==> src/rtl/soc_bus_pkg.sv <==
`default_nettype none
// soc_bus_pkg: FSM states, error codes and error-window layout shared by the bus fabric.
package soc_bus_pkg;

  typedef enum logic [1:0] {
    ST_IDLE   = 2'b00,
    ST_ACCESS = 2'b01,
    ST_RESP   = 2'b10
  } state_t;

  localparam logic [1:0] ERR_NONE     = 2'b00;
  localparam logic [1:0] ERR_UNMAPPED = 2'b01;
  localparam logic [1:0] ERR_TIMEOUT  = 2'b10;

  // The error window spans two words; low three address bits select the register.
  localparam logic [31:0] ERR_WIN_MASK   = 32'hFFFF_FFF8;
  localparam logic [2:0]  ERR_OFF_ADDR   = 3'd0;
  localparam logic [2:0]  ERR_OFF_STATUS = 3'd4;

  function automatic logic [31:0] err_status_word(input logic [1:0] code, input logic [7:0] count);
    return {code, 22'b0, count};
  endfunction

endpackage
`default_nettype wire

==> src/rtl/soc_bus_decode.sv <==
`default_nettype none
// soc_bus_decode: combinational address decoder; error window first, then lowest matching slave.
module soc_bus_decode
  import soc_bus_pkg::*;
#(
  parameter int                    N_SLAVES   = 4,
  parameter logic [32*N_SLAVES-1:0] SLAVE_BASE = {32'h0300_0000, 32'h0200_0000, 32'h0100_0000, 32'h0000_0000},
  parameter logic [32*N_SLAVES-1:0] SLAVE_MASK = {N_SLAVES{32'hFF00_0000}},
  parameter logic [31:0]           ERR_BASE   = 32'h02FF_0000
) (
  input  logic [31:0]         addr,
  output logic                err_hit,
  output logic [N_SLAVES-1:0] sel,
  output logic                miss
);

  logic [N_SLAVES-1:0] match;
  logic                found;

  for (genvar gi = 0; gi < N_SLAVES; gi++) begin : g_match
    assign match[gi] = ((addr & SLAVE_MASK[32*gi +: 32]) == SLAVE_BASE[32*gi +: 32]);
  end

  assign err_hit = ((addr & ERR_WIN_MASK) == ERR_BASE);

  always_comb begin
    sel   = '0;
    found = 1'b0;
    if (!err_hit) begin
      for (int i = 0; i < N_SLAVES; i++) begin
        if (match[i] && !found) begin
          sel[i] = 1'b1;
          found  = 1'b1;
        end
      end
    end
  end

  assign miss = !err_hit && !found;

endmodule
`default_nettype wire

==> src/rtl/soc_bus_fabric.sv <==
`default_nettype none
// soc_bus_fabric: picorv32 native-bus interconnect to N slaves with unmapped/timeout
// error responses and a two-word error-status register window.
module soc_bus_fabric
  import soc_bus_pkg::*;
#(
  parameter int                    N_SLAVES       = 4,
  parameter logic [32*N_SLAVES-1:0] SLAVE_BASE     = {32'h0300_0000, 32'h0200_0000, 32'h0100_0000, 32'h0000_0000},
  parameter logic [32*N_SLAVES-1:0] SLAVE_MASK     = {N_SLAVES{32'hFF00_0000}},
  parameter logic [31:0]           ERR_BASE       = 32'h02FF_0000,
  parameter int                    TIMEOUT_CYCLES = 255,
  parameter logic [31:0]           ERR_RDATA      = 32'hDEAD_BEEF
) (
  input  logic                     clk,
  input  logic                     resetn,
  input  logic                     m_valid,
  input  logic [31:0]              m_addr,
  input  logic [31:0]              m_wdata,
  input  logic [3:0]               m_wstrb,
  output logic                     m_ready,
  output logic [31:0]              m_rdata,
  output logic [N_SLAVES-1:0]      s_valid,
  output logic [31:0]              s_addr,
  output logic [31:0]              s_wdata,
  output logic [3:0]               s_wstrb,
  input  logic [N_SLAVES-1:0]      s_ready,
  input  logic [32*N_SLAVES-1:0]   s_rdata,
  output logic                     err_irq
);

  localparam logic [15:0] TO_LAST = 16'(TIMEOUT_CYCLES - 1);

  state_t              state, state_nxt;
  logic                err_hit, miss;
  logic [N_SLAVES-1:0] sel;
  logic [15:0]         to_cnt;
  logic [31:0]         err_addr;
  logic [1:0]          err_code;
  logic [7:0]          err_count;
  logic                launch, win_acc, unmapped, resp_ok, resp_to;
  logic                err_set, win_clr, slave_ready;
  logic [31:0]         sel_rdata, win_rdata;

  soc_bus_decode #(
    .N_SLAVES   (N_SLAVES),
    .SLAVE_BASE (SLAVE_BASE),
    .SLAVE_MASK (SLAVE_MASK),
    .ERR_BASE   (ERR_BASE)
  ) u_decode (
    .addr    (m_addr),
    .err_hit (err_hit),
    .sel     (sel),
    .miss    (miss)
  );

  // s_valid holds the one-hot select for the whole access, so it doubles as the response mux control.
  always_comb begin
    slave_ready = |(s_ready & s_valid);
    sel_rdata   = '0;
    for (int i = 0; i < N_SLAVES; i++) begin
      if (s_valid[i]) sel_rdata = sel_rdata | s_rdata[32*i +: 32];
    end
  end

  always_comb begin
    case (m_addr[2:0])
      ERR_OFF_ADDR:   win_rdata = err_addr;
      ERR_OFF_STATUS: win_rdata = err_status_word(err_code, err_count);
      default:        win_rdata = '0;
    endcase
  end

  always_comb begin
    state_nxt = state;
    launch    = 1'b0;
    win_acc   = 1'b0;
    unmapped  = 1'b0;
    resp_ok   = 1'b0;
    resp_to   = 1'b0;
    case (state)
      ST_IDLE: begin
        if (m_valid) begin
          if (err_hit) begin
            win_acc   = 1'b1;
            state_nxt = ST_RESP;
          end else if (miss) begin
            unmapped  = 1'b1;
            state_nxt = ST_RESP;
          end else begin
            launch    = 1'b1;
            state_nxt = ST_ACCESS;
          end
        end
      end
      ST_ACCESS: begin
        // A ready arriving on the last allowed cycle beats the timeout.
        if (slave_ready) begin
          resp_ok   = 1'b1;
          state_nxt = ST_RESP;
        end else if (to_cnt == TO_LAST) begin
          resp_to   = 1'b1;
          state_nxt = ST_RESP;
        end
      end
      ST_RESP: state_nxt = ST_IDLE;
      default: state_nxt = ST_IDLE;
    endcase
  end

  assign err_set = unmapped || resp_to;
  assign win_clr = win_acc && (m_addr[2:0] == ERR_OFF_STATUS) && (m_wstrb != 4'h0);

  always_ff @(posedge clk or negedge resetn) begin
    if (!resetn) state <= ST_IDLE;
    else         state <= state_nxt;
  end

  always_ff @(posedge clk or negedge resetn) begin
    if (!resetn) begin
      m_ready   <= 1'b0;
      m_rdata   <= '0;
      s_valid   <= '0;
      s_addr    <= '0;
      s_wdata   <= '0;
      s_wstrb   <= '0;
      err_irq   <= 1'b0;
      err_addr  <= '0;
      err_code  <= ERR_NONE;
      err_count <= '0;
      to_cnt    <= '0;
    end else begin
      m_ready <= 1'b0;
      err_irq <= 1'b0;

      if (launch) begin
        s_valid <= sel;
        s_addr  <= m_addr;
        s_wdata <= m_wdata;
        s_wstrb <= m_wstrb;
        to_cnt  <= '0;
      end else if (state == ST_ACCESS) begin
        to_cnt <= to_cnt + 16'd1;
      end

      if (resp_ok || resp_to) s_valid <= '0;
      if (resp_ok || resp_to || unmapped || win_acc) m_ready <= 1'b1;

      if (resp_ok)             m_rdata <= sel_rdata;
      else if (win_acc)        m_rdata <= win_rdata;
      else if (err_set)        m_rdata <= ERR_RDATA;

      if (err_set) begin
        err_irq  <= 1'b1;
        err_addr <= unmapped ? m_addr : s_addr;
        err_code <= unmapped ? ERR_UNMAPPED : ERR_TIMEOUT;
        if (err_count != 8'hFF) err_count <= err_count + 8'd1;
      end else if (win_clr) begin
        err_code  <= ERR_NONE;
        err_count <= '0;
      end
    end
  end

endmodule
`default_nettype wire
==> config.mk <==
export PLATFORM = sky130hd
export DESIGN_NAME = soc_bus_fabric
export DESIGN_NICKNAME = d
export VERILOG_FILES = /design/src/rtl/soc_bus_pkg.sv /design/src/rtl/soc_bus_decode.sv /design/src/rtl/soc_bus_fabric.sv
export SDC_FILE = /design/constraint.sdc
export NUM_CORES = 1
export LEC_CHECK = 0
export ABC_CLOCK_PERIOD_IN_PS = 2000
export BUFFER_PORTS_ARGS = -buffer_cell sky130_fd_sc_hd__buf_2
export CORE_AREA = 2 2 136 138
export CTS_CLUSTER_SIZE = 28
export DETAILED_ROUTE_END_ITERATION = 10
export DIE_AREA = 0 0 138 140
export PLACE_DENSITY = 0.77
export SETUP_SLACK_MARGIN = 0.05
export SYNTH_ARGS = -nofsm -noshare
export SYNTH_HDL_FRONTEND = slang
export SYNTH_SLANG_ARGS = --single-unit
==> constraint.sdc <==
create_clock -name clk -period 2 [get_ports clk]
set_input_delay 0.4 -clock clk [delete_from_list [all_inputs] [get_ports clk]]
set_output_delay 0.4 -clock clk [all_outputs]
set_load 0.01 [all_outputs]
# Yosys cells after proc, flatten, opt, wreduce, memory -nomap -nowiden
# Cells that the tools add are included.
[word_totals]
in_bits = 203
elab_cells = 110
out_inout_bits = 106
register_bits = 166
[op_classes]
reduce_logical = 26
eq_ne = 11
bitwise = 4
addsub = 2
mux = 55
[op_table]
columns = ["op", "n"]
rows = [
  ["2-to-1 mux 32 bit", 8],
  ["OR 32 bit", 3],
  ["one-hot mux 32 bit (2 select lines)", 1],
  ["logical NOT 32 bit", 1],
  ["2-to-1 mux 16 bit", 2],
  ["== test 29 x 23 -> 1 bit (second input constant)", 1],
  ["2-to-1 mux 1 bit", 29],
  ["2-to-1 mux 8 bit", 3],
  ["adder 16 x 1 -> 16 bit (second input constant)", 1],
  ["== test 16 x 8 -> 1 bit (second input constant)", 1],
  ["== test 8 x 2 -> 1 bit (second input constant)", 2],
  ["2-to-1 mux 2 bit", 8],
  ["2-to-1 mux 4 bit", 3],
  ["adder 8 x 1 -> 8 bit (second input constant)", 1],
  ["== test 8 x 1 -> 1 bit (second input constant)", 1],
  ["!= test 8 bit (second input constant)", 1],
  ["logical AND 1 bit", 6],
  ["nonzero test 2 bit", 3],
  ["logical NOT 1 bit", 5],
  ["AND 4 bit", 1],
  ["logical OR 1 bit", 4],
  ["one-hot mux 2 bit (2 select lines)", 1],
  ["AND reduction 2 bit", 2],
  ["nonzero test 4 bit", 1],
  ["9 further kinds", 9],
]

# Logic depth before layout (Yosys ltp)
# Gate-level depths: netlist (run 1).
[logic_depth]
depth_word = 25
mapped_depth = 10
ltp_nobuf = 9

# Hierarchy
# From an unflattened synthesis (run 1), not the netlist that was laid out.
[unflattened]
cells_unflattened = 856
hier_area_um2 = 7973.9
[modules_own_cells]
columns = ["module", "n_inst", "cells_each", "area_per_inst_um2", "seq_area_each_um2"]
rows = [
  ["soc_bus_fabric", 1, 838, 7843.8, 4154.0],
  ["soc_bus_decode", 1, 18, 130.1, 0.0],
]

# Least setup slack after synthesis (run 1)
# No wires, ideal clock.
[synth_path]
path_kind = "reg-to-reg"
start = "register to_cnt[0]"
end = "register m_rdata[22]"
t_required_ns = 1.874
arrival_ns = 1.875
path_buffers = 1
period_less_slack_ns = 2.001
setup_slack_ns = -0.001
stages_incl_launch_ff = 9
setup_ns = 0.126
path_cell_list = "dfrtp_1 inv_1 ha_1 nor4b_1 nand4_1 nor2_1 nor4_4 buf_6 a221o_1"
[synth_via]
elab_chain_cells = 6
[synth_lines]
columns = ["item", "line_no", "source"]
rows = [
  ["start, declared", "soc_bus_fabric.sv:36", "logic [15:0] to_cnt;"],
  ["start signal, assigned", "soc_bus_fabric.sv:142", "to_cnt <= to_cnt + 16'd1;"],
  ["== test 16 x 8 -> 1 bit", "soc_bus_fabric.sv:100", "end else if (to_cnt == TO_LAST) begin"],
  ["2-to-1 mux 1 bit", "soc_bus_fabric.sv:100", ""],
  ["2-to-1 mux 1 bit", "soc_bus_fabric.sv:97", "if (slave_ready) begin"],
  ["2-to-1 mux 1 bit", "soc_bus_fabric.sv:80", "case (state)"],
  ["logical OR 1 bit", "soc_bus_fabric.sv:110", "assign err_set = unmapped || resp_to;"],
  ["nonzero test 3 bit (no line)", "n/a", ""],
  ["end signal, assigned", "soc_bus_fabric.sv:148", "if (resp_ok) m_rdata <= sel_rdata;"],
  ["end signal, assigned", "soc_bus_fabric.sv:149", "else if (win_acc) m_rdata <= win_rdata;"],
  ["end, declared", "soc_bus_fabric.sv:21", "output logic [31:0] m_rdata,"],
]
# Every way passes these cells.
# A chain may end at the register's enable or synchronous reset.

# Worst setup path after layout (run 1)
[layout_path]
start = "register to_cnt[0]"
end = "register err_count[4]"
[layout_via]
elab_chain_cells = 7
word_cells_on_any_way = 9
cone_classes = "eq/ne (2); mux (4); reduce/logical (3)"
[layout_lines]
columns = ["item", "line_no", "source"]
rows = [
  ["== test 16 x 8 -> 1 bit (*)", "soc_bus_fabric.sv:100", ""],
  ["2-to-1 mux 1 bit (*)", "soc_bus_fabric.sv:100", ""],
  ["2-to-1 mux 1 bit (*)", "soc_bus_fabric.sv:97", ""],
  ["2-to-1 mux 1 bit (*)", "soc_bus_fabric.sv:80", ""],
  ["logical OR 1 bit (*)", "soc_bus_fabric.sv:110", ""],
  ["!= test 2 x 1 -> 1 bit (no line) or nonzero test 2 bit (tied branches)", "n/a", ""],
  ["AND reduction 2 bit (no line)", "n/a", ""],
  ["end signal, assigned", "soc_bus_fabric.sv:156", "if (err_count != 8'hFF) err_count <= err_count + 8'd1;"],
  ["end, declared", "soc_bus_fabric.sv:39", "logic [7:0] err_count;"],
]
# Mark *: on every way between the ends. The rest lies on a longest branch, timed or not.

==> qor.yml, run 1 <==
synth.yosys.warnings: 0
finClkSkew_ns: 0.009131
gr_usage_total_pct: 26.62
drt-pass1-iter-count: 5
clock_tree_from_tritoncts: "built"
remaining_drc_errors: 0
worst_ep_arrival_time_ns: 2.28
post_synth_mux_area_share_pct: 1.682
grt_max_degree: 64
ys_async_sr_fraction_pct: 100.0
cts_sinks: 166
crit_required_ns: 2.32
critical_path_class: "flip-flop to flip-flop"
whs_ns: 0.1553
power_leakage_nw: 5.562
post_synth_top_cells: "sky130_fd_sc_hd__nand2_1 (219), sky130_fd_sc_hd__dfrtp_1 (166), sky130_fd_sc_hd__clkbuf_1 (38)"
synthesis.area_per_instance_sq_um: 9.986
synthFlopType: "sky130_fd_sc_hd__dfrtp_1"
areaGrowthSynthToFinish_pct: 36.14
initial_utilization_pct: 44.76
vias_cell: 5.601
final.min_clock_period_ns: 1.954
cp_cell_sequence: "inv_2 > ha_1 > nor4b_4 > nand4_1 > buf_6 > nor2_4 > nor2_4 > clkinv_4 > buf_4 > and4_1 > nor3_1"
post_synth_main_area_contributors: "sky130_fd_sc_hd__dfrtp_1 (52%), sky130_fd_sc_hd__nand2_1 (10%), sky130_fd_sc_hd__a222oi_1 (3.0%), sky130_fd_sc_hd__a22o_1 (3.0%), sky130_fd_sc_hd__a221oi_1 (2.6%)"
clk_transition_reported_paths_ns: 0.06
placedCellCount: 1338
initial_antenna_violation_count: 2
total_wire_length_after_detailed_routing_mm: 26.28
total_power_mw: 9.212
route.antenna.remaining_nets: 0
routed.top_layer: "met5"
post_synth_edffs: 0
worstMarginPinSlew_ns: 0.5293
peakVddDrop_v: 0.0006185
first_global_vias: 7341
ys_seq_elements: 166
synthCells: 797
finalSetupViolations: 0
core_region_area_sq_um: 17780
globalplace.congestion: 0.8634
std_cell_rows: 49
status: "finished clean"
port_buffers: 308
synth_top_cell_by_area: "sky130_fd_sc_hd__dfrtp_1"
maxSlewHeadroom_pct: 64.71
dp_hpwl_mm: 19.43
crit_path_max_incr_delay_ns: 0.36
cp_common_cell: "sky130_fd_sc_hd__nor2_4"
synth_compound_area_share_pct: 18.02
tritoncts.num_buffers: 17
timing_max_transition_violations_final: 0
synth_sequential_area_ratio_pct: 52.19
via_count: 7724
cts_h_tree_lvls: 4
post_synth_and_or_nand_nor_area_fraction_pct: 21.43
startpoint_type: "flip-flop"
layout-drive-gt1-share_pct: 39.69
period_share_pct: 97.70
reg2reg_depth: 11
clk_latency_ns: 0.43
mappedNetlistArea_sq_um: 7959
achievable_frequency_ghz: 0.5118
postSynthNetCount: 1003
rsz0062_at_grt: "yes"
dr_wl_met2_mm: 12.72
synth_most_common_cell: "sky130_fd_sc_hd__nand2_1"
yosysUniqueCellTypes: 59
dieHeight_um: 140
cts_root_buffer: "sky130_fd_sc_hd__clkbuf_16"
die_width_um: 138
combinational_family_with_the_most_area_after_synthesis: "simple AND/OR/NAND/NOR gates"
fin_setup_tns_ns: 0
top_level_ports: 309
hold_viol_final: 0
critical_path.endpoint_type: "flip-flop"
slowest_stage: "sky130_fd_sc_hd__dfrtp_1"
grt_pass1_wl_mm: 40.55
synthAdderAreaFrac_pct: 0.4716
wl_met1_mm: 11.03
finish.net_count: 1342
xor_xnor_fraction_of_synth_area_pct: 1.431
avgRoutedWirePerCell_um: 19.06
powerDensity_nw_per_um2: 850.2
crit_path_max_fanout: 6
cts.path.max_buffers: 2
synth_top_area_share_pct: 52.19
hold_class: "primary input to flip-flop"
floorplan.die_area_sq_um: 19320
finish.cell_count_without_fillers: 1379
routed-wl-met3_mm: 2.036
holdPathStages: 3
max_cap_viol: 0
detailedRoute.firstIterationViolations: 767
grt_overflow_total: 0
## routing by layer
metal | vias to the layer above | GRT usage, %
met4 | 2 | 8.217
met3 | 38 | 5.128
met1 | 3741 | 36.81
li1 | 3552 | -
met2 | 391 | 42.78
met5 | - | 0
## cell type report
cell class                 count  area (sq um)
antenna                        1         2.502
inverter                      29         113.9
clock inverter                12         141.4
tap                          229         286.5
sequential                   166          4154
multi-input combinational    544          3500
fill                        1483          6944
clock buffer                  20         446.7
timing repair buffer         377          2185
timing repair inverter         1         6.256
## repair_timing
item | 4_1_cts | 5_1_grt
hold buffers | 1 | 0
cloned | 0 | 2
endpoints found under the hold margin | 42 | 0
setup endpoints to repair | 31 | 68
pin swaps | 1 | 8
setup buffers | 0 | 5
resized for setup | 4 | 11
## through the flow
step	setup WS (ns)	utilization, %	area (sq um)
after detailed placement	-0.2392	56.83	10100
after CTS	0.05315	60.32	10720
after global routing	-0.07330	60.94	10840
after floorplan	0.04677	-	7981
after global placement	-0.1941	56.83	10100
final	0.04605	60.94	10840
## cell families (layout without fill, tap and decap cells)
group           count (synthesis)  in the layout
other cells                     0              1
compound gates                163            163
mux                            12             12
xor+xnor                       13             13
fa+ha+maj                       3              3
simple gates                  353            353
flops                         166            166
buf+inv                        87            439
## worst max-delay path, delay by kind of cell, from the launching register on
| family | cells | cell delay [ns] |
|---|---|---|
| adder cells (fa/ha/maj) | 1 | 0.18 |
| buffers and inverters | 4 | 0.48 |
| flip-flops | 1 | 0.36 |
| AND/OR/NAND/NOR | 6 | 0.83 |
## power by group
part           switching [mW]  total [mW]  internal [mW]
clock                    1.38        3.27           1.89
combinational           0.883        1.73          0.843
sequential              0.434        4.22           3.79
total                    2.69        9.21           6.52
## placed cells by master (no fill, tap or decap), drive strengths merged, types with 2 or more instances in the layout
cell type,n
nand2,219
ha,3
nor4b,2
and4,6
nor4,7
clkinv,6
dfrtp,166
bufinv,2
a221oi,24
inv,33
a311oi,2
xor2,10
nand4,8
clkbuf,21
mux2,11
nand2b,23
nor2,27
a41oi,2
a21oi,16
o21ai,6
nand3,8
and2,20
nor4bb,2
nor3,9
buf,375
and3,7
o221a,20
a22oi,16
or2,2
a222oi,24
xnor2,3
and4b,3
a221o,19
a22o,27
or3,4
a32o,2
## worst paths after layout
check,start,to,slack (ns)
max,to_cnt[0]$_DFFE_PN0P_,err_count[4]$_DFFE_PN0P_,0.05
min,m_wdata[29],s_wdata[29]$_DFFE_PN0N_,0.16
max reg2reg,to_cnt[0]$_DFFE_PN0P_,err_count[4]$_DFFE_PN0P_,0.05
min reg2reg,s_wdata[12]$_DFFE_PN0N_,s_wdata[12]$_DFFE_PN0N_,0.47
max in group asynchronous,resetn,s_valid[2]$_DFFE_PN0P_,0.86
min in group asynchronous,resetn,s_wdata[3]$_DFFE_PN0N_,0.46
## registers in the layout (all words and copies together) (netlist names), 4 cells and up
signal	flops
s_wdata	32
m_rdata	32
err_count	8
to_cnt	16
s_wstrb	4
err_addr	32
s_addr	32
s_valid	4
Note: power is estimated with default switching activity, not from simulation.
==> run 2: changes to the inputs <==
--- a/config.mk
+++ b/config.mk
@@ -7,11 +7,13 @@
 export LEC_CHECK = 0
 export ABC_CLOCK_PERIOD_IN_PS = 2000
 export BUFFER_PORTS_ARGS = -buffer_cell sky130_fd_sc_hd__buf_2
-export CORE_AREA = 2 2 136 138
+export CELL_PAD_IN_SITES_DETAIL_PLACEMENT = 1
+export CELL_PAD_IN_SITES_GLOBAL_PLACEMENT = 2
+export CORE_AREA = 2 2 178 180
 export CTS_CLUSTER_SIZE = 28
 export DETAILED_ROUTE_END_ITERATION = 10
-export DIE_AREA = 0 0 138 140
-export PLACE_DENSITY = 0.77
+export DIE_AREA = 0 0 180 182
+export PLACE_DENSITY_LB_ADDON = 0.1
 export SETUP_SLACK_MARGIN = 0.05
 export SYNTH_ARGS = -nofsm -noshare
 export SYNTH_HDL_FRONTEND = slang
==> qor.yml, run 2 (same netlist as run 1, synthesis figures left out) <==
worstMarginPinSlew_ns: 0.5433  # was 0.5293 ns
grt_pass1_wl_mm: 49.52  # was 40.55 mm
vias_cell: 4.793  # was 5.601
cts_h_tree_lvls: 4  # unchanged
cts_root_buffer: "sky130_fd_sc_hd__clkbuf_16"  # unchanged
layout_commonest_cell: "sky130_fd_sc_hd__buf_2"  # unchanged
status: "finished clean"  # unchanged
critical_path.endpoint_type: "flip-flop"  # unchanged
slowest_stage: "sky130_fd_sc_hd__dfrtp_1"  # unchanged
peakVddDrop_v: 0.0005480  # was 0.0006185 V
crit_path_max_fanout: 16  # was 6
tritoncts.num_buffers: 17  # unchanged
top_level_ports: 309  # unchanged
powerDensity_nw_per_um2: 843.4  # was 850.2 nW/um^2
cts.path.max_buffers: 2  # unchanged
port_buffers: 308  # unchanged
layout-drive-gt1-share_pct: 41.84  # was 39.69%
power_leakage_nw: 5.878  # was 5.562 nW
fillers: 3597  # was 1483
crit_path_max_incr_delay_ns: 0.38  # was 0.36 ns
switching_fraction_of_total_power_pct: 28.64  # was 29.22%
drt-pass1-iter-count: 6  # was 5
finalSetupViolations: 0  # unchanged
first_global_vias: 7983  # was 7341
avgRoutedWirePerCell_um: 20.53  # was 19.06 um
fin_ws_ns: 0.0005498  # was 0.04605 ns
pwr-share-comb_pct: 20.7  # was 18.7%
floorplan.die_area_sq_um: 32760  # was 19320 sq um
portion_of_total_power_attributed_to_the_clock_network_pct: 37.2  # was 35.5%
power.internal_mw: 7.058  # was 6.521 mW
period_share_pct: 99.97  # was 97.70%
cp_cell_sequence: "inv_2 > ha_4 > nor4b_4 > nand4_1 > buf_6 > nor2_4 > nor4_4 > clkbuf_16 > a221o_1"  # was inv_2 > ha_1 > nor4b_4 > nand4_1 > buf_6 > nor2_4 > nor2_4 > clkinv_4 > buf_4 > and4_1 > nor3_1
detailedRoute.firstIterationViolations: 444  # was 767
route.antenna.remaining_nets: 0  # unchanged
final.min_clock_period_ns: 1.999  # was 1.954 ns
hold_viol_final: 0  # unchanged
dp_hpwl_mm: 24.80  # was 19.43 mm
worst-path-buf-inv: 3  # was 4
crit_required_ns: 2.31  # was 2.32 ns
die_width_um: 180  # was 138 um
dieHeight_um: 182  # was 140 um
via_count: 7621  # was 7724
grt_max_degree: 45  # was 64
critical_path_class: "flip-flop to flip-flop"  # unchanged
worst_path_dominant_cell_family: "simple AND/OR/NAND/NOR gates"  # unchanged
hold_class: "primary input to flip-flop"  # unchanged
finish.net_count: 1376  # was 1342
timing_max_transition_violations_final: 0  # unchanged
initial_utilization_pct: 25.69  # was 44.76%
core_region_area_sq_um: 30990  # was 17780 sq um
rsz0062_at_grt: "yes"  # unchanged
p_sw_mw: 2.832  # was 2.692 mW
total_wire_length_after_detailed_routing_mm: 32.64  # was 26.28 mm
most_used_cells_in_the_layout_excluding_fill_and_tap_cells: "sky130_fd_sc_hd__buf_2 (307), sky130_fd_sc_hd__nand2_1 (219), sky130_fd_sc_hd__dfrtp_1 (166), sky130_fd_sc_hd__buf_4 (74)"  # was sky130_fd_sc_hd__buf_2 (307), sky130_fd_sc_hd__nand2_1 (219), sky130_fd_sc_hd__dfrtp_1 (166), sky130_fd_sc_hd__buf_4 (57)
maxSlewHeadroom_pct: 63.51  # was 64.71%
startpoint_type: "flip-flop"  # unchanged
std_cell_rows: 65  # was 49
gr_usage_total_pct: 19.52  # was 26.62%
clk_latency_ns: 0.43  # about the same
finClkSkew_ns: 0.01143  # was 0.009131 ns
clock_tree_from_tritoncts: "built"  # unchanged
clk_transition_reported_paths_ns: 0.07  # was 0.06 ns
worst_ep_arrival_time_ns: 2.31  # was 2.28 ns
areaGrowthSynthToFinish_pct: 47.33  # was 36.14%
globalplace.congestion: 0.7960  # was 0.8634
power_frac_seq_pct: 42.2  # was 45.8%
finish.utilization_pct: 37.84  # was 60.94%
remaining_drc_errors: 0  # unchanged
grt_overflow_total: 0  # unchanged
whs_ns: 0.1528  # was 0.1553 ns
initial_antenna_violation_count: 5  # was 2
pre_cts_slack_ns: -0.3167  # was -0.2392 ns
total_power_mw: 9.890  # was 9.212 mW
max_cap_viol: 0  # unchanged
achievable_frequency_ghz: 0.5001  # was 0.5118 GHz
cts_sinks: 166  # unchanged
## run 2: cell types whose count changed in the layout (fill, tap and decap cells not counted), sizes merged
cell,delta
clkbuf,+5
buf,+30
bufinv,+3
diode,+4
clkinvlp,+2
inv,-4
clkinv,-2
## run 2: metal layers
| layer | wire (um) | GRT usage (%) | vias up |
|---|---|---|---|
| met2 | 15710 | 31.75 | 249 |
| met3 | 1851 | 5.094 | 18 |
| met1 | 14600 | 25.57 | 3728 |
| met4 | 475 | 5.626 | 0 |
| li1 | - | - | 3626 |
| met5 | 0 | 0 | - |
## run 2: final cells by class
class / instances / area (sq um) / share of cell area, %
sequential: 166 / 4154 / 35.42
clock buffer: 21 / 450.4 / 3.841
multi-input combinational: 544 / 3651 / 31.14
clock inverter: 11 / 198.9 / 1.697
timing repair inverter: 1 / 6.256 / 0.05335
timing repair buffer: 411 / 2636 / 22.48
tap: 402 / 503.0 / 4.289
inverter: 29 / 113.9 / 0.9710
antenna: 5 / 12.51 / 0.1067
## run 2: worst paths after layout
check,cells past startpoint,endpoint,start,slack (ns)
setup reg to reg,9,m_rdata[29]$_DFFE_PN0P_,to_cnt[0]$_DFFE_PN0P_,0.0005
min in group asynchronous,2,m_rdata[2]$_DFFE_PN0P_,resetn,0.51
setup / recovery,9,m_rdata[29]$_DFFE_PN0P_,to_cnt[0]$_DFFE_PN0P_,0.0005
max in group asynchronous,3,to_cnt[10]$_DFFE_PN0P_,resetn,0.92
hold reg to reg,2,s_wdata[28]$_DFFE_PN0N_,s_wdata[28]$_DFFE_PN0N_,0.47
hold / removal,3,s_wdata[10]$_DFFE_PN0N_,m_wdata[10],0.15
## run 2: power groups by stage
stage | combinational [mW] | clock (mW) | sequential [mW]
after floorplan | 0.841 | 0 | 4.20
after global placement | 1.91 | 0 | 4.19
after detailed placement | 1.94 | 0 | 4.20
after CTS | 1.96 | 3.77 | 4.15
after global routing | 2.28 | 3.92 | 4.23
final | 2.05 | 3.68 | 4.17
## run 2: stage by stage
stage               area [sq um]  setup TNS, ns  instances
floorplan                   7981              0        797
global placement           10620         -15.71       1542
global route               11720         -4.145       1589
detailed placement         10620         -21.51       1542
finish                     11730              0       1590
CTS                        11310              0       1575
## run 2: repair_timing
| item | CTS | global route |
|---|---|---|
| hold endpoints to repair | 39 | 0 |
| resized for setup | 7 | 46 |
| gates cloned | 0 | 6 |
| hold buffers | 1 | 0 |
| pin swaps | 3 | 27 |
| setup buffers | 0 | 4 |
| endpoints found under the setup margin | 70 | 115 |
## run 2: worst min-delay path, delay by kind of cell
kind / cells / cell delay [ns]
buf+inv: 1 / 0.07
simple gates: 2 / 0.08
==> run 3: changes to the inputs <==
--- a/config.mk
+++ b/config.mk
@@ -6,13 +6,13 @@
 export NUM_CORES = 1
 export LEC_CHECK = 0
 export ABC_CLOCK_PERIOD_IN_PS = 2000
-export BUFFER_PORTS_ARGS = -buffer_cell sky130_fd_sc_hd__buf_2
 export CELL_PAD_IN_SITES_DETAIL_PLACEMENT = 1
 export CELL_PAD_IN_SITES_GLOBAL_PLACEMENT = 2
-export CORE_AREA = 2 2 178 180
+export CORE_AREA = 2 2 156 158
 export CTS_CLUSTER_SIZE = 28
 export DETAILED_ROUTE_END_ITERATION = 10
-export DIE_AREA = 0 0 180 182
+export DIE_AREA = 0 0 158 160
+export DONT_BUFFER_PORTS = 1
 export PLACE_DENSITY_LB_ADDON = 0.1
 export SETUP_SLACK_MARGIN = 0.05
 export SYNTH_ARGS = -nofsm -noshare
==> qor.yml, run 3 (same netlist as run 1, synthesis figures left out) <==
dieHeight_um: 160  # was 182 um
final.min_clock_period_ns: 2.045  # was 1.999 ns
grt_overflow_total: 0  # unchanged
multi_input_comb_area_sq_um: 3512  # was 3651 sq um
vias_cell: 5.610  # was 4.793
first_global_vias: 6889  # was 7983
critical_path.endpoint_type: "flip-flop"  # unchanged
hold_class: "primary input to async pin"  # was primary input to flip-flop
die_width_um: 158  # was 180 um
total_power_mw: 8.962  # was 9.890 mW
crit_path_max_incr_delay_ns: 0.51  # was 0.38 ns
achievable_frequency_ghz: 0.4890  # was 0.5001 GHz
finalSetupViolations: 23  # was 0
cts_sinks: 166  # unchanged
finClkSkew_ns: 0.01211  # was 0.01143 ns
sequential_cell_area_sq_um: 4154  # unchanged
power.internal_mw: 6.155  # was 7.058 mW
p_sw_mw: 2.807  # was 2.832 mW
portion_of_total_power_attributed_to_the_clock_network_pct: 37.3  # was 37.2%
grt_pass1_wl_mm: 42.41  # was 49.52 mm
pwr-share-comb_pct: 14.7  # was 20.7%
power_leakage_nw: 4.270  # was 5.878 nW
route.antenna.remaining_nets: 0  # unchanged
maxSlewHeadroom_pct: 52.77  # was 63.51%
clk_transition_reported_paths_ns: 0.08  # was 0.07 ns
dp_hpwl_mm: 21.54  # was 24.80 mm
finish.utilization_pct: 39.62  # was 37.84%
r2r_start: "to_cnt[1]$_DFFE_PN0P_"  # was to_cnt[0]$_DFFE_PN0P_
violations: "hold timing, setup timing"
remaining_drc_errors: 0  # unchanged
layout-drive-gt1-share_pct: 17.68  # was 41.84%
crit_path_max_fanout: 16  # unchanged
fin_ws_ns: -0.04496  # was 0.0005498 ns
clk_latency_ns: 0.44  # was 0.43 ns
globalplace.congestion: 0.8175  # was 0.7960
clock_tree_from_tritoncts: "built"  # unchanged
timing_max_transition_violations_final: 0  # unchanged
worst_ep_arrival_time_ns: 2.34  # was 2.31 ns
grt_max_degree: 167  # was 45
core_region_area_sq_um: 23820  # was 30990 sq um
gr_usage_total_pct: 22.41  # was 19.52%
hold_viol_final: 166  # was 0
floorplan.die_area_sq_um: 25280  # was 32760 sq um
std_cell_rows: 57  # was 65
peakVddDrop_v: 0.0003960  # was 0.0005480 V
slowest_stage: "sky130_fd_sc_hd__nor4_4"  # was sky130_fd_sc_hd__dfrtp_1
tritoncts.num_buffers: 17  # unchanged
reg2reg_slack_ns: -0.04  # was 0.0005 ns
via_count: 6530  # was 7621
port_buffers: 0  # was 308
top_level_ports: 309  # unchanged
finish.net_count: 1030  # was 1376
power_frac_seq_pct: 48.0  # was 42.2%
startpoint_type: "flip-flop"  # unchanged
whs_ns: -0.3534  # was 0.1528 ns
fillers: 2692  # was 3597
total_wire_length_after_detailed_routing_mm: 28.83  # was 32.64 mm
timing.critical_path.to: "m_rdata[31]$_DFFE_PN0P_"  # was m_rdata[29]$_DFFE_PN0P_
initial_utilization_pct: 33.41  # was 25.69%
switching_fraction_of_total_power_pct: 31.33  # was 28.64%
crit_required_ns: 2.29  # was 2.31 ns
reg2reg_depth: 8  # was 9
cts_root_buffer: "sky130_fd_sc_hd__clkbuf_16"  # unchanged
reg2reg_to: "m_rdata[31]$_DFFE_PN0P_"  # was m_rdata[29]$_DFFE_PN0P_
setup_crit_start: "to_cnt[1]$_DFFE_PN0P_"  # was to_cnt[0]$_DFFE_PN0P_
period_share_pct: 102.2  # was 99.97%
layout_commonest_cell: "sky130_fd_sc_hd__nand2_1"  # was sky130_fd_sc_hd__buf_2
cp_cell_sequence: "ha_4 > nor4b_4 > nand4_1 > buf_6 > nor2_4 > nor4_4 > clkbuf_16 > a222oi_1"  # was inv_2 > ha_4 > nor4b_4 > nand4_1 > buf_6 > nor2_4 > nor4_4 > clkbuf_16 > a221o_1
critical_path_class: "flip-flop to flip-flop"  # unchanged
areaGrowthSynthToFinish_pct: 18.58  # was 47.33%
most_used_cells_in_the_layout_excluding_fill_and_tap_cells: "sky130_fd_sc_hd__nand2_1 (219), sky130_fd_sc_hd__dfrtp_1 (166), sky130_fd_sc_hd__buf_4 (49), sky130_fd_sc_hd__a22o_1 (27), sky130_fd_sc_hd__inv_1 (27)"  # was sky130_fd_sc_hd__buf_2 (307), sky130_fd_sc_hd__nand2_1 (219), sky130_fd_sc_hd__dfrtp_1 (166), sky130_fd_sc_hd__buf_4 (74)
status: "finished with violations"  # was finished clean
drt-pass1-iter-count: 6  # unchanged
powerDensity_nw_per_um2: 949.6  # was 843.4 nW/um^2
max_cap_viol: 0  # unchanged
initial_antenna_violation_count: 3  # was 5
avgRoutedWirePerCell_um: 24.76  # was 20.53 um
cts_h_tree_lvls: 4  # unchanged
detailedRoute.firstIterationViolations: 516  # was 444
worstMarginPinSlew_ns: 0.7037  # was 0.5433 ns
cts.path.max_buffers: 2  # unchanged
rsz0062_at_grt: "yes"  # unchanged
run 3: cell count changes in the layout (fill, tap and decap cells not counted), sizes merged:
cell | previous run | this run
buf | 405 | 63
bufinv | 5 | 0
clkbuf | 26 | 20
clkinv | 4 | 7
clkinvlp | 3 | 1
diode | 5 | 3
dlygate4sd3 | 1 | 0
inv | 29 | 36
run 3: what timing repair did:
item	4_1_cts	5_1_grt
resized for setup	4	17
endpoints found under the setup margin	76	74
cloned	0	3
hold endpoints to repair	166	166
buffers inserted	1	3
pin swaps	6	17
run 3: how the worst min path moves through the flow:
stage	start	endpoint	slack (ns)	cells after the start
finish	resetn	m_rdata[12]$_DFFE_PN0P_	-0.35	0
global route	resetn	m_rdata[12]$_DFFE_PN0P_	-0.38	0
CTS	resetn	m_rdata[12]$_DFFE_PN0P_	-0.37	0
detailed placement	resetn	m_rdata[12]$_DFFE_PN0P_	0.11	0
global placement	resetn	m_rdata[12]$_DFFE_PN0P_	0.11	0
floorplan	resetn	err_addr[0]$_DFFE_PN0P_	0.10	0
run 3: power groups by stage:
| stage | combinational (mW) | sequential [mW] | clock, mW |
|---|---|---|---|
| finish | 1.32 | 4.30 | 3.34 |
| global route | 1.47 | 4.36 | 3.58 |
| CTS | 1.25 | 4.30 | 3.41 |
| detailed placement | 1.24 | 4.35 | 0 |
| global placement | 1.18 | 4.33 | 0 |
| floorplan | 0.841 | 4.20 | 0 |
run 3: routing by layer:
metal | wire length (um) | global-route usage, % | up-vias
met5 | 0 | 0 | -
met4 | 415 | 6.183 | 0
met3 | 2031 | 6.024 | 27
met2 | 14390 | 37.96 | 264
met1 | 11990 | 28.11 | 3302
li1 | - | - | 2937
run 3: layout make-up:
type	instances	area share, %
diodes	3	0.07954
clock buffers	18	4.653
clock inverters	14	1.684
inverters	29	1.206
multi-input cells	544	37.21
flip-flops and latches	166	44.01
well taps	324	4.295
repair buffers	65	6.788
repair inverters	1	0.06629
run 3: metrics by stage:
step                instance area, sq um  setup TNS, ns  std cells  setup WS, ns
floorplan                           7981              0        797       0.04677
global placement                    8653         -3.960       1122      -0.09874
detailed placement                  8653         -7.766       1122       -0.1994
CTS                                 9281              0       1155       0.02869
global route                        9438         -5.309       1164       -0.1672
finish                              9438        -0.5642       1164      -0.04496
run 3: critical path, delay by kind of cell (launching register included):
kind / cells / cell delay (ns)
AND/OR/NAND/NOR: 4 / 0.79
adder cells (fa/ha/maj): 1 / 0.17
buffers and inverters: 2 / 0.43
flip-flops: 1 / 0.42
AO/OA/AOI/OAI: 1 / 0.10
